[src/rtl/count_step_monitor_if.sv]
// Sample input and event output stream of the counter step monitor.
// The monitor uses the master side; the observer/consumer uses the slave side.
interface count_step_monitor_if;
  logic        sample_en;
  logic [31:0] cnt_in;
  logic        evt_valid;
  logic        evt_ready;
  logic [2:0]  evt_code;
  logic [31:0] evt_value;

  modport master (
    input  sample_en, cnt_in, evt_ready,
    output evt_valid, evt_code, evt_value
  );

  modport slave (
    output sample_en, cnt_in, evt_ready,
    input  evt_valid, evt_code, evt_value
  );
endinterface

[src/rtl/count_step_monitor.sv]
// Classifies successive samples of a 32-bit up/down counter into step events,
// queues them in a small valid/ready FIFO and keeps saturating wrap/jump stats.
module count_step_monitor #(
  parameter int FIFO_DEPTH = 4,
  parameter int STAT_W     = 16
) (
  input  logic                  clk,
  input  logic                  rst,
  input  logic                  clr,
  count_step_monitor_if.master  bus,
  output logic [STAT_W-1:0]     up_wraps,
  output logic [STAT_W-1:0]     dn_wraps,
  output logic [STAT_W-1:0]     jumps,
  output logic                  ovf,
  output logic                  tracking
);

  localparam int DATA_W = 32;
  localparam int AW     = (FIFO_DEPTH > 1) ? $clog2(FIFO_DEPTH) : 1;
  localparam logic [AW:0] DEPTH_C = FIFO_DEPTH[AW:0];

  localparam logic [2:0] EV_NONE    = 3'd0;
  localparam logic [2:0] EV_UP      = 3'd1;
  localparam logic [2:0] EV_DOWN    = 3'd2;
  localparam logic [2:0] EV_WRAP_UP = 3'd3;
  localparam logic [2:0] EV_WRAP_DN = 3'd4;
  localparam logic [2:0] EV_JUMP    = 3'd5;

  typedef enum logic {IDLE, TRACK} state_t;

  state_t              state;
  logic [DATA_W-1:0]   prev_p0;
  logic [2:0]          code_mem  [FIFO_DEPTH];
  logic [DATA_W-1:0]   value_mem [FIFO_DEPTH];
  logic [AW-1:0]       wr_ptr;
  logic [AW-1:0]       rd_ptr;
  logic [AW:0]         count;

  logic [2:0]          cls_code;
  logic                sample_hit;
  logic                push;
  logic                pop;
  logic                full;
  logic                push_ok;

  // HOLD maps to EV_NONE so it never reaches the queue.
  function automatic logic [2:0] classify(input logic [DATA_W-1:0] prev,
                                          input logic [DATA_W-1:0] cur);
    if (&prev && cur == '0)          return EV_WRAP_UP;
    else if (prev == '0 && &cur)     return EV_WRAP_DN;
    else if (cur == prev)            return EV_NONE;
    else if (cur == prev + 32'd1)    return EV_UP;
    else if (cur == prev - 32'd1)    return EV_DOWN;
    else                             return EV_JUMP;
  endfunction

  function automatic logic [STAT_W-1:0] sat_inc(input logic [STAT_W-1:0] v);
    return (&v) ? v : v + {{(STAT_W-1){1'b0}}, 1'b1};
  endfunction

  always_comb begin
    cls_code   = classify(prev_p0, bus.cnt_in);
    sample_hit = bus.sample_en && (state == TRACK);
    push       = sample_hit && (cls_code != EV_NONE);
    full       = (count == DEPTH_C);
    pop        = (count != '0) && bus.evt_ready;
    push_ok    = push && (!full || pop);
  end

  // Head of queue is presented directly; empty queue reads as all zero.
  assign bus.evt_valid = (count != '0);
  assign bus.evt_code  = bus.evt_valid ? code_mem[rd_ptr]  : EV_NONE;
  assign bus.evt_value = bus.evt_valid ? value_mem[rd_ptr] : '0;

  // Data path: baseline and queue storage carry no reset, occupancy gates them.
  always_ff @(posedge clk) begin
    if (bus.sample_en)
      prev_p0 <= bus.cnt_in;
    if (push_ok) begin
      code_mem[wr_ptr]  <= cls_code;
      value_mem[wr_ptr] <= bus.cnt_in;
    end
  end

  always_ff @(posedge clk) begin
    if (rst || clr) begin
      state    <= IDLE;
      tracking <= 1'b0;
      wr_ptr   <= '0;
      rd_ptr   <= '0;
      count    <= '0;
      ovf      <= 1'b0;
      up_wraps <= '0;
      dn_wraps <= '0;
      jumps    <= '0;
    end else begin
      if (bus.sample_en && state == IDLE) begin
        state    <= TRACK;
        tracking <= 1'b1;
      end

      if (sample_hit) begin
        case (cls_code)
          EV_WRAP_UP: up_wraps <= sat_inc(up_wraps);
          EV_WRAP_DN: dn_wraps <= sat_inc(dn_wraps);
          EV_JUMP:    jumps    <= sat_inc(jumps);
          default: ;
        endcase
      end

      if (push && full && !pop)
        ovf <= 1'b1;

      if (push_ok)
        wr_ptr <= wr_ptr + 1'b1;
      if (pop)
        rd_ptr <= rd_ptr + 1'b1;

      case ({push_ok, pop})
        2'b10:   count <= count + 1'b1;
        2'b01:   count <= count - 1'b1;
        default: count <= count;
      endcase
    end
  end

endmodule

[src/flat_wrapper.sv]
// flat-port wrapper written by rule: the top's interface ports become plain ports
module count_step_monitor_flat 
#(
  parameter int FIFO_DEPTH = 4,
  parameter int STAT_W     = 16
)
  (clk, rst, clr, up_wraps, dn_wraps, jumps, ovf, tracking, bus_sample_en, bus_cnt_in, bus_evt_ready, bus_evt_valid, bus_evt_code, bus_evt_value);
  count_step_monitor_if bus_i ();
  input  logic clk;
  input  logic rst;
  input  logic clr;
  output logic [STAT_W-1:0] up_wraps;
  output logic [STAT_W-1:0] dn_wraps;
  output logic [STAT_W-1:0] jumps;
  output logic ovf;
  output logic tracking;
  input wire logic [$bits(bus_i.sample_en)-1:0] bus_sample_en;
  input wire logic [$bits(bus_i.cnt_in)-1:0] bus_cnt_in;
  input wire logic [$bits(bus_i.evt_ready)-1:0] bus_evt_ready;
  output wire logic [$bits(bus_i.evt_valid)-1:0] bus_evt_valid;
  output wire logic [$bits(bus_i.evt_code)-1:0] bus_evt_code;
  output wire logic [$bits(bus_i.evt_value)-1:0] bus_evt_value;
  assign bus_i.sample_en = bus_sample_en;
  assign bus_i.cnt_in = bus_cnt_in;
  assign bus_i.evt_ready = bus_evt_ready;
  assign bus_evt_valid = bus_i.evt_valid;
  assign bus_evt_code = bus_i.evt_code;
  assign bus_evt_value = bus_i.evt_value;
  count_step_monitor #(.FIFO_DEPTH(FIFO_DEPTH), .STAT_W(STAT_W)) u_core (.clk(clk), .rst(rst), .clr(clr), .bus(bus_i), .up_wraps(up_wraps), .dn_wraps(dn_wraps), .jumps(jumps), .ovf(ovf), .tracking(tracking));
endmodule
[config.mk]
export PLATFORM = sky130hd
export DESIGN_NAME = count_step_monitor_flat
export DESIGN_NICKNAME = d
export VERILOG_FILES = /design/src/rtl/count_step_monitor_if.sv /design/src/rtl/count_step_monitor.sv /design/src/flat_wrapper.sv
export SDC_FILE = /design/constraint.sdc
export NUM_CORES = 1
export LEC_CHECK = 0
export BUFFER_PORTS_ARGS = -buffer_cell sky130_fd_sc_hd__buf_4
export CORE_UTILIZATION = 38
export CTS_CLUSTER_SIZE = 12
export DETAILED_ROUTE_END_ITERATION = 12
export PLACE_DENSITY = 0.55
export SKIP_LAST_GASP = 1
export SLEW_MARGIN = 15
export SYNTH_ARGS = -nofsm -noshare
export SYNTH_HDL_FRONTEND = slang
export SYNTH_SLANG_ARGS = --single-unit
[constraint.sdc]
create_clock -name clk -period 3.6 [get_ports clk]
set_input_delay 0.36 -clock clk [delete_from_list [all_inputs] [get_ports clk]]
set_output_delay 0.36 -clock clk [all_outputs]
set_load 0.05 [all_outputs]
Word-level counts from Yosys, hierarchy flattened
Memory sizes are Yosys's and may differ from the RTL's. A register that Yosys moved wholly into a read port is not among the register bits.
Index checks and enable logic that the tools add are counted.
- add/subtract/negate cells: 9
- equality and inequality tests: 9
- mux-type cells: 14
- bitwise gates (word level): 4
- reduce and logical (&&, ||, !) cells: 26
- operators by type and width (cell ; number):
    equality test 32 bit ; 3
    zero test 32 bit ; 2
    AND reduction 32 bit ; 2
    adder 16 x 1 -> 16 bit (second input constant) ; 3
    AND reduction 16 bit ; 3
    adder 32 x 1 -> 32 bit (second input constant) ; 1
    two-way mux 32 bit ; 1
    subtractor 32 x 1 -> 32 bit (second input constant) ; 1
    two-way mux 3 bit ; 6
    equality test 3 bit (second input constant) ; 3
    logical AND 1 bit ; 9
    AND reduction 3 bit ; 3
    two-way mux 2 bit ; 4
    one-hot mux 3 bit (2 select lines) ; 1
    nonzero test 3 bit ; 2
    adder 2 x 1 -> 2 bit (second input constant) ; 2
    inverter 1 bit ; 4
    adder 3 x 1 -> 3 bit (second input constant) ; 1
    equality test 3 x 2 -> 1 bit (second input constant) ; 1
    subtractor 3 x 1 -> 3 bit (second input constant) ; 1
    equality test 2 x 1 -> 1 bit (second input constant) ; 1
    equality test 2 bit (second input constant) ; 1
    zero test 1 bit ; 2
    logical OR 1 bit ; 2
    2 further kinds ; 3
- flip-flop bits (word level): 89
- bits in writable memories: 140
- bits of input ports: 37
- output and inout port bits: 86
- word-level logic and storage cells: 73
- memories kept: 2
- memories (name ; depth ; bits a word ; read ports ; clocked after memory_dff ; wr ports ; RTL line ; text):
    u_core.value_mem ; 4 ; 32 ; 1 ; 1 ; 1 ; count_step_monitor.sv:34 ; logic [DATA_W-1:0] value_mem [FIFO_DEPTH];
    u_core.code_mem ; 4 ; 3 ; 1 ; 1 ; 1 ; count_step_monitor.sv:33 ; logic [2:0] code_mem [FIFO_DEPTH];

Longest topological paths before layout
Gate-level depths: netlist (run 1).
- word-level depth: 12
- gate-level depth with buffers: 14
- gate-level depth less buffers: 12

Least setup slack after synthesis (run 1)
OpenSTA, ideal clock, no wires.
- path kind: flip-flop to flip-flop
- from: register u_core.prev_p0[0]
- to: register u_core.jumps[5]
- setup time: 0.119 ns
- data arrival time: 3.044 ns
- data required time: 3.481 ns
- slack: 0.438 ns
- cell stages (with the launch flop): 15
- buffers on the path: 2
- clock period less this slack: 3.162 ns
- cell sequence: edfxtp_1 > clkbuf_1 > inv_1 > ha_1 > xor2_1 > or4b_2 > a32oi_1 > o2111ai_1 > nor4_1 > o2111a_1 > a21o_1 > buf_6 > inv_1 > and4_1 > mux2i_1
- longest elaborated chain between the ends: 9
- elaborated cells on any way between the ends: 16
- classes of those cells: add/sub (2); eq/ne (4); mux (5); reduce/logical (5)
- ends and longest elaborated chain (item ; RTL line ; text):
    start: declaration ; count_step_monitor.sv:32 ; logic [DATA_W-1:0] prev_p0;
    start signal: assignment ; count_step_monitor.sv:78 ; prev_p0 <= bus.cnt_in;
    subtractor 32 x 1 -> 32 bit ; count_step_monitor.sv:53 ; else if (cur == prev - 32'd1) return EV_DOWN;
    equality test 32 bit ; count_step_monitor.sv:53 ;
    two-way mux 3 bit ; count_step_monitor.sv:53 ;
    two-way mux 3 bit ; count_step_monitor.sv:52 ; else if (cur == prev + 32'd1) return EV_UP;
    two-way mux 3 bit ; count_step_monitor.sv:51 ; else if (cur == prev) return EV_NONE;
    two-way mux 3 bit ; count_step_monitor.sv:50 ; else if (prev == '0 && &cur) return EV_WRAP_DN;
    two-way mux 3 bit * ; count_step_monitor.sv:49 ; if (&prev && cur == '0) return EV_WRAP_UP;
    named net u_core.cls_code[0] ; count_step_monitor.sv:39 ; logic [2:0] cls_code;
    equality test 3 bit * ; count_step_monitor.sv:103 ; case (cls_code)
    AND reduction 3 bit (no line) * ; - ;
    end signal: assignment ; count_step_monitor.sv:106 ; EV_JUMP: jumps <= sat_inc(jumps);
    end: declaration ; count_step_monitor.sv:13 ; output logic [STAT_W-1:0] jumps,
The timed path passes the listed nets; every way through them passes the cells marked *.
A chain may end at the register's enable or synchronous reset.

Worst setup path in the final report (run 1)
- from: register u_core.prev_p0[0]
- to: register u_core.jumps[5]
- longest elaborated chain between the ends: 9
- elaborated cells on any way between the ends: 16
- classes of those cells: add/sub (2); eq/ne (4); mux (5); reduce/logical (5)
- ends and longest elaborated chain (item ; RTL line):
    subtractor 32 x 1 -> 32 bit ; count_step_monitor.sv:53
    equality test 32 bit ; count_step_monitor.sv:53
    two-way mux 3 bit ; count_step_monitor.sv:53
    two-way mux 3 bit ; count_step_monitor.sv:52
    two-way mux 3 bit ; count_step_monitor.sv:51
    two-way mux 3 bit ; count_step_monitor.sv:50
    two-way mux 3 bit * ; count_step_monitor.sv:49
    equality test 3 bit * ; count_step_monitor.sv:103
    AND reduction 3 bit (no line) * ; -
Mark *: on every way between the ends. The rest lies on a longest branch, timed or not.

==> metrics, run 1 <==
outcome=complete, no violations; Max IR drop VDD=around 280 µV; Worst Setup Slack, final=about 0.13 ns; Post-Route WL=between 30000 and 40000 µm; Root Driver=clkbuf_16; synthesized area per cell=between 10 and 15 µm²; clk_skew=0.01475 ns; Distinct cells, synth=68; drt drc=0; drt via density=5.550; Ant. Diodes=0; Synth area leaders=edfxtp_1 (45%), dfxtp_1 (10%), mux4_2 (6.9%); sequential share of the synthesized area=55.22%; Worst-Margin Slew=roughly 1 ns; CP endpoint kind=register; Tot Pwr=5.960 mW; Rows=63; gate count of the mapped netlist=949; Core Area=29720 µm²; Max clock buf depth=3; WS Path Type=register to register; FF+latch count, synth=231; vias in the first global route=7955; Finished Cell Area=between 10000 and 15000 µm²; share of cells above drive strength 1=~24%; Fill cells=2703; Post-synth EDFFs=172; nets=1140; grt total ovfl=0; power share of the sequential group=~50%; Mapped Nets=996; PwrDens=428.7 nW/µm²; CTS Sinks=about 230; hpwl dp=21060 µm; first-pass GRT wire length=46990 µm; Post-Place Setup Slack=0.1238 ns; Max-cap violations=0; CTS tree=built; Post-synth ARST share=0%; Lkg Pwr=~4.7 nW; Routed Antenna Nets=0; leading register cell type out of synthesis=edfxtp_1; most frequent cells in the layout=edfxtp_1 (172), buf_4 (164), nor2_1 (60); largest net degree at the start of global routing=46; clock power share=41.3%; final setup fails=0; die area=just over 30000 µm²; R2R Setup Slk=between 0.1 and 0.15 ns; switch share=23.87%; number of antenna violations at the first check in global routing=0; final core utilization=46.79%; fin crit share=96.51%; Yosys top cell by area=edfxtp_1; Combinational Power Share=9.1%; pins over their slew limit=0; switching pwr=1.422 mW; port bufs=around 120; Reg clk slew, reported paths=about 0.060 ns; Die Y=between 150 and 200 µm; WL/cell=20.22 µm; internal power consumption=4.538 mW; die width=175.9 µm; Max Freq=between 0.2 and 0.3 GHz; total of warnings raised by yosys=0; Initial DRT Pass Iterations=5; Starting Density=38.67%; RePlAce Congestion=0.9719; Final Hold Vio Count=0; fin crit period=approximately 3.5 ns; worst endpoint required time=4.01 ns; post-synthesis cell area=11490 µm²; unrepaired setup endpoints after global routing=true; Slew headroom=32.68%; num ports=between 100 and 150; Hold Crit Class=input pin to register; Global Route Usage Sum=19.60%; routed via count=8319; critical-path maximum fanout=8; placed instance area=13090 µm²; most common cell after layout, fill and taps aside=edfxtp_1; startpoint class of the critical path=register; CTS buffer count=26; Clock Latency Late Sink=0.52 ns; worst endpoint data arrival time=~4 ns; setup TNS=0 ns; Detailed Route Iter0 Violations=just over 600; Area Overhead vs Synth=20.99%; htree depth=1; Synth top area share=44.94%
==> per-stage QoR <==
step                      std cells  hold WS, ns
after detailed placement       1452       0.4733
after floorplan                 949       0.4589
final                          1499      0.08056
after CTS                      1496      0.06339
after global routing           1499      0.07039
after global placement         1452       0.4594
==> flip-flops by register name (all words and copies together), names as in the netlist, named ones only <==
register          flops
u_core.value_mem    128
u_core.prev_p0       32
u_core.dn_wraps      16
u_core.jumps         16
u_core.up_wraps      16
u_core.code_mem      12
u_core.count          3
u_core.rd_ptr         2
u_core.wr_ptr         2
u_core.ovf            1
u_core.tracking       1
==> path summary, 6_finish.rpt <==
path,endpoint,depth (start not counted),start
min reg2reg,u_core.ovf,2,u_core.ovf
max,u_core.jumps[5],10,u_core.prev_p0[0]
max reg2reg,u_core.jumps[5],10,u_core.prev_p0[0]
min,u_core.value_mem[0][31],1,bus_cnt_in[31]
==> Yosys cell counts, types with 11 or more instances <==
library cell    n
a21oi_1        20
and2_1         49
and3_1         15
and4_1         11
clkbuf_1       40
dfxtp_1        59
edfxtp_1      172
inv_1          23
mux4_2         35
nand2_1        41
nand3_1        43
nand4_1        40
nor2_1         60
nor3_1         19
nor4_1         29
o21ai_0        19
o31ai_1        13
or3_1          22
or4_1          11
xnor2_1        46
xor2_1         41
==> per-layer routing <==
| layer | global-route usage (%) | vias up | share of wire (%) |
|---|---|---|---|
| li1 | - | 3943 | - |
| met2 | 30.76 | 272 | 45 |
| met1 | 28.37 | 4061 | 47 |
| met4 | 5.725 | 0 | 2.6 |
| met3 | 2.381 | 43 | 5.4 |
| met5 | 0 | - | 0 |
==> kinds of logic (layout without fill, tap and decap cells) <==
family / count (synthesis) / in the layout / synth area share, %
compound gates: 120 / 120 / 7.480
mux: 44 / 44 / 7.654
fa+ha+maj: 10 / 10 / 1.154
xor+xnor: 87 / 87 / 6.630
simple gates: 380 / 380 / 19.15
flops: 231 / 231 / 55.22
buf+inv: 77 / 237 / 2.711
==> power by group through the flow <==
stage	registers [mW]	clock network, mW	logic (mW)
6_report	2.96	2.46	0.541
3_3_place_gp	3.01	0	0.531
2_1_floorplan	2.98	0	0.323
5_1_grt	2.96	2.64	0.582
3_5_place_dp	3.01	0	0.528
4_1_cts	2.96	2.52	0.531
==> critical path, stage by stage (launching register included) <==
cell and delay (ns):
edfxtp_1 0.47, ha_1 0.28, nand3_1 0.21, or4_1 0.63, o21ai_0 0.22, o2111ai_1 0.15
nor4_1 0.41, nand4_1 0.36, and3_1 0.31, and4_1 0.22, mux2i_1 0.11
==> final cells by class <==
cell class                      count  area, µm²  share of cell area, %
Inverter                           23      86.33                 0.6209
Tap cell                          390      488.0                  3.509
Clock buffer                       34      701.9                  5.048
Sequential cell                   231       6347                  45.65
Timing Repair Buffer              170       1351                  9.718
Clock inverter                     10      82.58                 0.5939
Multi-Input combinational cell    641       4847                  34.86
==> timing repair <==
| action | CTS | global route |
|---|---|---|
| setup buffers | 0 | 3 |
| hold buffers | 0 | 0 |
| endpoints found under the setup margin | 0 | 12 |
| resized for setup | 0 | 4 |
Power figures use the tool's default switching activity.
==> run 2, diff against run 1 <==
- CORE_UTILIZATION: 38 -> 59
- MAX_ROUTING_LAYER: not set -> met4
- PLACE_DENSITY: 0.55 -> 0.79
- REMOVE_ABC_BUFFERS: not set -> 1
==> metrics, run 2 (synthesized netlist as in run 1, its figures left out) <==
CTS tree=built; Worst-Margin Slew=0.9936 ns (-0.01254 ns); Root Driver=clkbuf_16; multi-input logic area=4856 µm² (+0.18%); Initial DRT Pass Iterations=5 (unchanged); WS Path Type=register to register; grt total ovfl=0 (unchanged); Detailed Route Iter0 Violations=755 (+23%); worst endpoint required time=3.95 ns (-0.06 ns); drt drc=0 (unchanged); fin crit period=3.409 ns (-0.06528 ns); GRT Max-Usage Layer=met2; number of flip-flops in the largest register=128 (unchanged); Worst Setup Slack, final=0.1908 ns (+0.06528 ns); placed instance area=12950 µm² (-1.0%); pins over their slew limit=0 (unchanged); Biggest register=u_core.value_mem; final core utilization=72.91% (+26 points); Lkg Pwr=4.735 nW (+0.68%); Finished Cell Area=13770 µm² (-0.94%); Area Overhead vs Synth=19.86%; critical-path maximum fanout=8 (unchanged); Max IR drop VDD=373.4 µV (+33%); Combinational Power Share=9.3% (+0.2 points); crit-path cells=ha_1 -> nand3_1 -> nor4_1 -> nand3_1 -> or4_1 -> a22oi_1 -> nand4_1 -> nand2_1 -> buf_4 -> or3_1 -> a21oi_1; PwrDens=426.7 nW/µm² (-0.45%); max incr delay on CP=0.53 ns (-0.10 ns); Reg clk slew, reported paths=0.06 ns (about the same); drt via density=6.303 (+14%); vias in the first global route=8489 (+6.7%); Post-Route WL=29420 µm (-3.0%); fin crit share=94.70% (-1.8 points); slowest CP cell=or4_1; R2R Setup Slk=0.19 ns (+0.07 ns); CP endpoint kind=register; Hold Crit Class=input pin to register; num ports=123 (unchanged); worst endpoint data arrival time=3.76 ns (-0.13 ns); Clock Latency Late Sink=0.53 ns (about the same); Rows=50 (-21%); Worst Reg-to-Reg Cells=11 (+1); power share of the sequential group=50.3% (+0.7 points); Max clock buf depth=3 (unchanged); Crit path top cell by count=nand3_1; Max Freq=0.2933 GHz (+1.9%); min-delay src=bus_cnt_in[19]; Fill cells=1348 (-50%); htree depth=1 (unchanged); WHS Endpoint=u_core.value_mem[0][19]; number of antenna violations at the first check in global routing=0 (unchanged); port bufs=122 (unchanged); Die Y=141.6 µm (-20%); internal power consumption=4.478 mW (-1.3%); Starting Density=60.83% (+22 points); Post-Place Setup Slack=0.08139 ns (-0.04239 ns); Largest regs=u_core.value_mem x128, u_core.prev_p0 x32; met2 Track Usage GR=46.90% (+16 points); routed via count=8679 (+4.3%); CTS buffer count=25 (-3.8%); CTS Sinks=231 (unchanged); die width=141.6 µm (-20%); Max-cap violations=0 (unchanged); startpoint class of the critical path=register; Routed Antenna Nets=0 (unchanged); setup TNS=0 ns (unchanged); nets=1149 (+0.79%); most common cell after layout, fill and taps aside=buf_4; hpwl dp=20110 µm (-4.5%); Worst Hold Depth=1 (unchanged); Ant. Diodes=0 (unchanged); unrepaired setup endpoints after global routing=false; outcome=complete, no violations; met1 usage=41.55% (+13 points); Global Route Usage Sum=30.68% (+11 points); final setup fails=0 (unchanged); WL/cell=21.37 µm (+5.6%); clock power share=40.4% (-0.9 points); worst reg2reg endpoint=u_core.jumps[0]; Core Area=18890 µm² (-36%); clk_skew=0.02270 ns (+0.007953 ns); switching pwr=1.400 mW (-1.6%); met3 global-route usage=5.231% (+2.9 points); RePlAce Congestion=1.048 (+7.8%); register area=6347 µm² (unchanged); switch share=23.82% (-0.047 points); Slew headroom=33.52% (+0.84 points); most frequent cells in the layout=buf_4 (174), edfxtp_1 (172), nor2_1 (60); first-pass GRT wire length=45860 µm (-2.4%); Reg2Reg Launch Point=u_core.prev_p0[1]; Final Hold Vio Count=0 (unchanged); die area=20040 µm² (-35%); largest net degree at the start of global routing=46 (unchanged); share of cells above drive strength 1=24.35% (+0.28 points); Tot Pwr=5.878 mW (-1.4%)
==> run 2: changes by cell type in the layout (fill, tap and decap cells not counted), sizes merged <==
cell      change
buf          +10
clkinv        -4
clkbuf        +3
clkinvlp      -2
inv           +1
==> run 2: per-stage QoR <==
step	cells	hold slack [ns]
detailed placement	1326	0.4608
global placement	1326	0.4543
CTS	1368	0.06831
global route	1377	0.07529
finish	1377	0.07562
floorplan	895	0.4589
==> run 2: critical path, delay by kind of cell (launching register included) <==
kind	cells	cell delay [ns]
AOI/OAI and AO/OA	2	0.25
adders and majority gates	1	0.29
buffers and inverters	1	0.18
DFF	1	0.49
and+or+nand+nor	7	2.04
==> run 2: how the worst max path moves through the flow <==
stage / slack (ns) / end / cells past startpoint / start
after global placement: 0.21 / u_core.jumps[5] / 10 / u_core.prev_p0[7]
after CTS: 0.06 / u_core.jumps[5] / 10 / u_core.prev_p0[7]
final: 0.19 / u_core.jumps[0] / 11 / u_core.prev_p0[1]
after global routing: 0.009 / u_core.jumps[0] / 10 / u_core.prev_p0[12]
after detailed placement: 0.08 / u_core.jumps[5] / 10 / u_core.prev_p0[7]
after floorplan: 0.07 / u_core.jumps[5] / 10 / u_core.prev_p0[6]
==> run 2: what timing repair did <==
| action | CTS | global route |
|---|---|---|
| hold buffers | 0 | 0 |
| setup endpoints to repair | 0 | 28 |
| gates resized for setup | 0 | 3 |
| buffers inserted | 0 | 9 |
==> run 2: power by group through the flow <==
| stage | logic (mW) | clock network (mW) | registers (mW) |
|---|---|---|---|
| after floorplan | 0.268 | 0 | 3.02 |
| after CTS | 0.518 | 2.39 | 2.96 |
| after global routing | 0.585 | 2.50 | 2.96 |
| after global placement | 0.514 | 0 | 3.01 |
| final | 0.548 | 2.37 | 2.96 |
| after detailed placement | 0.514 | 0 | 3.01 |
==> run 2: metal layers <==
layer / vias to the layer above / routed length, µm
met5: - / 0
met4: 0 / 928
met3: 74 / 2405
met2: 416 / 13560
met1: 4234 / 12520
li1: 3955 / -
==> run 2: layout make-up <==
class	instances	area share [%]
flip-flops and latches	231	46.08
multi-input cells	641	35.25
repair buffers	180	10.36
clock buffers	37	4.941
well taps	260	2.362
inverters	23	0.6268
clock inverters	5	0.3815
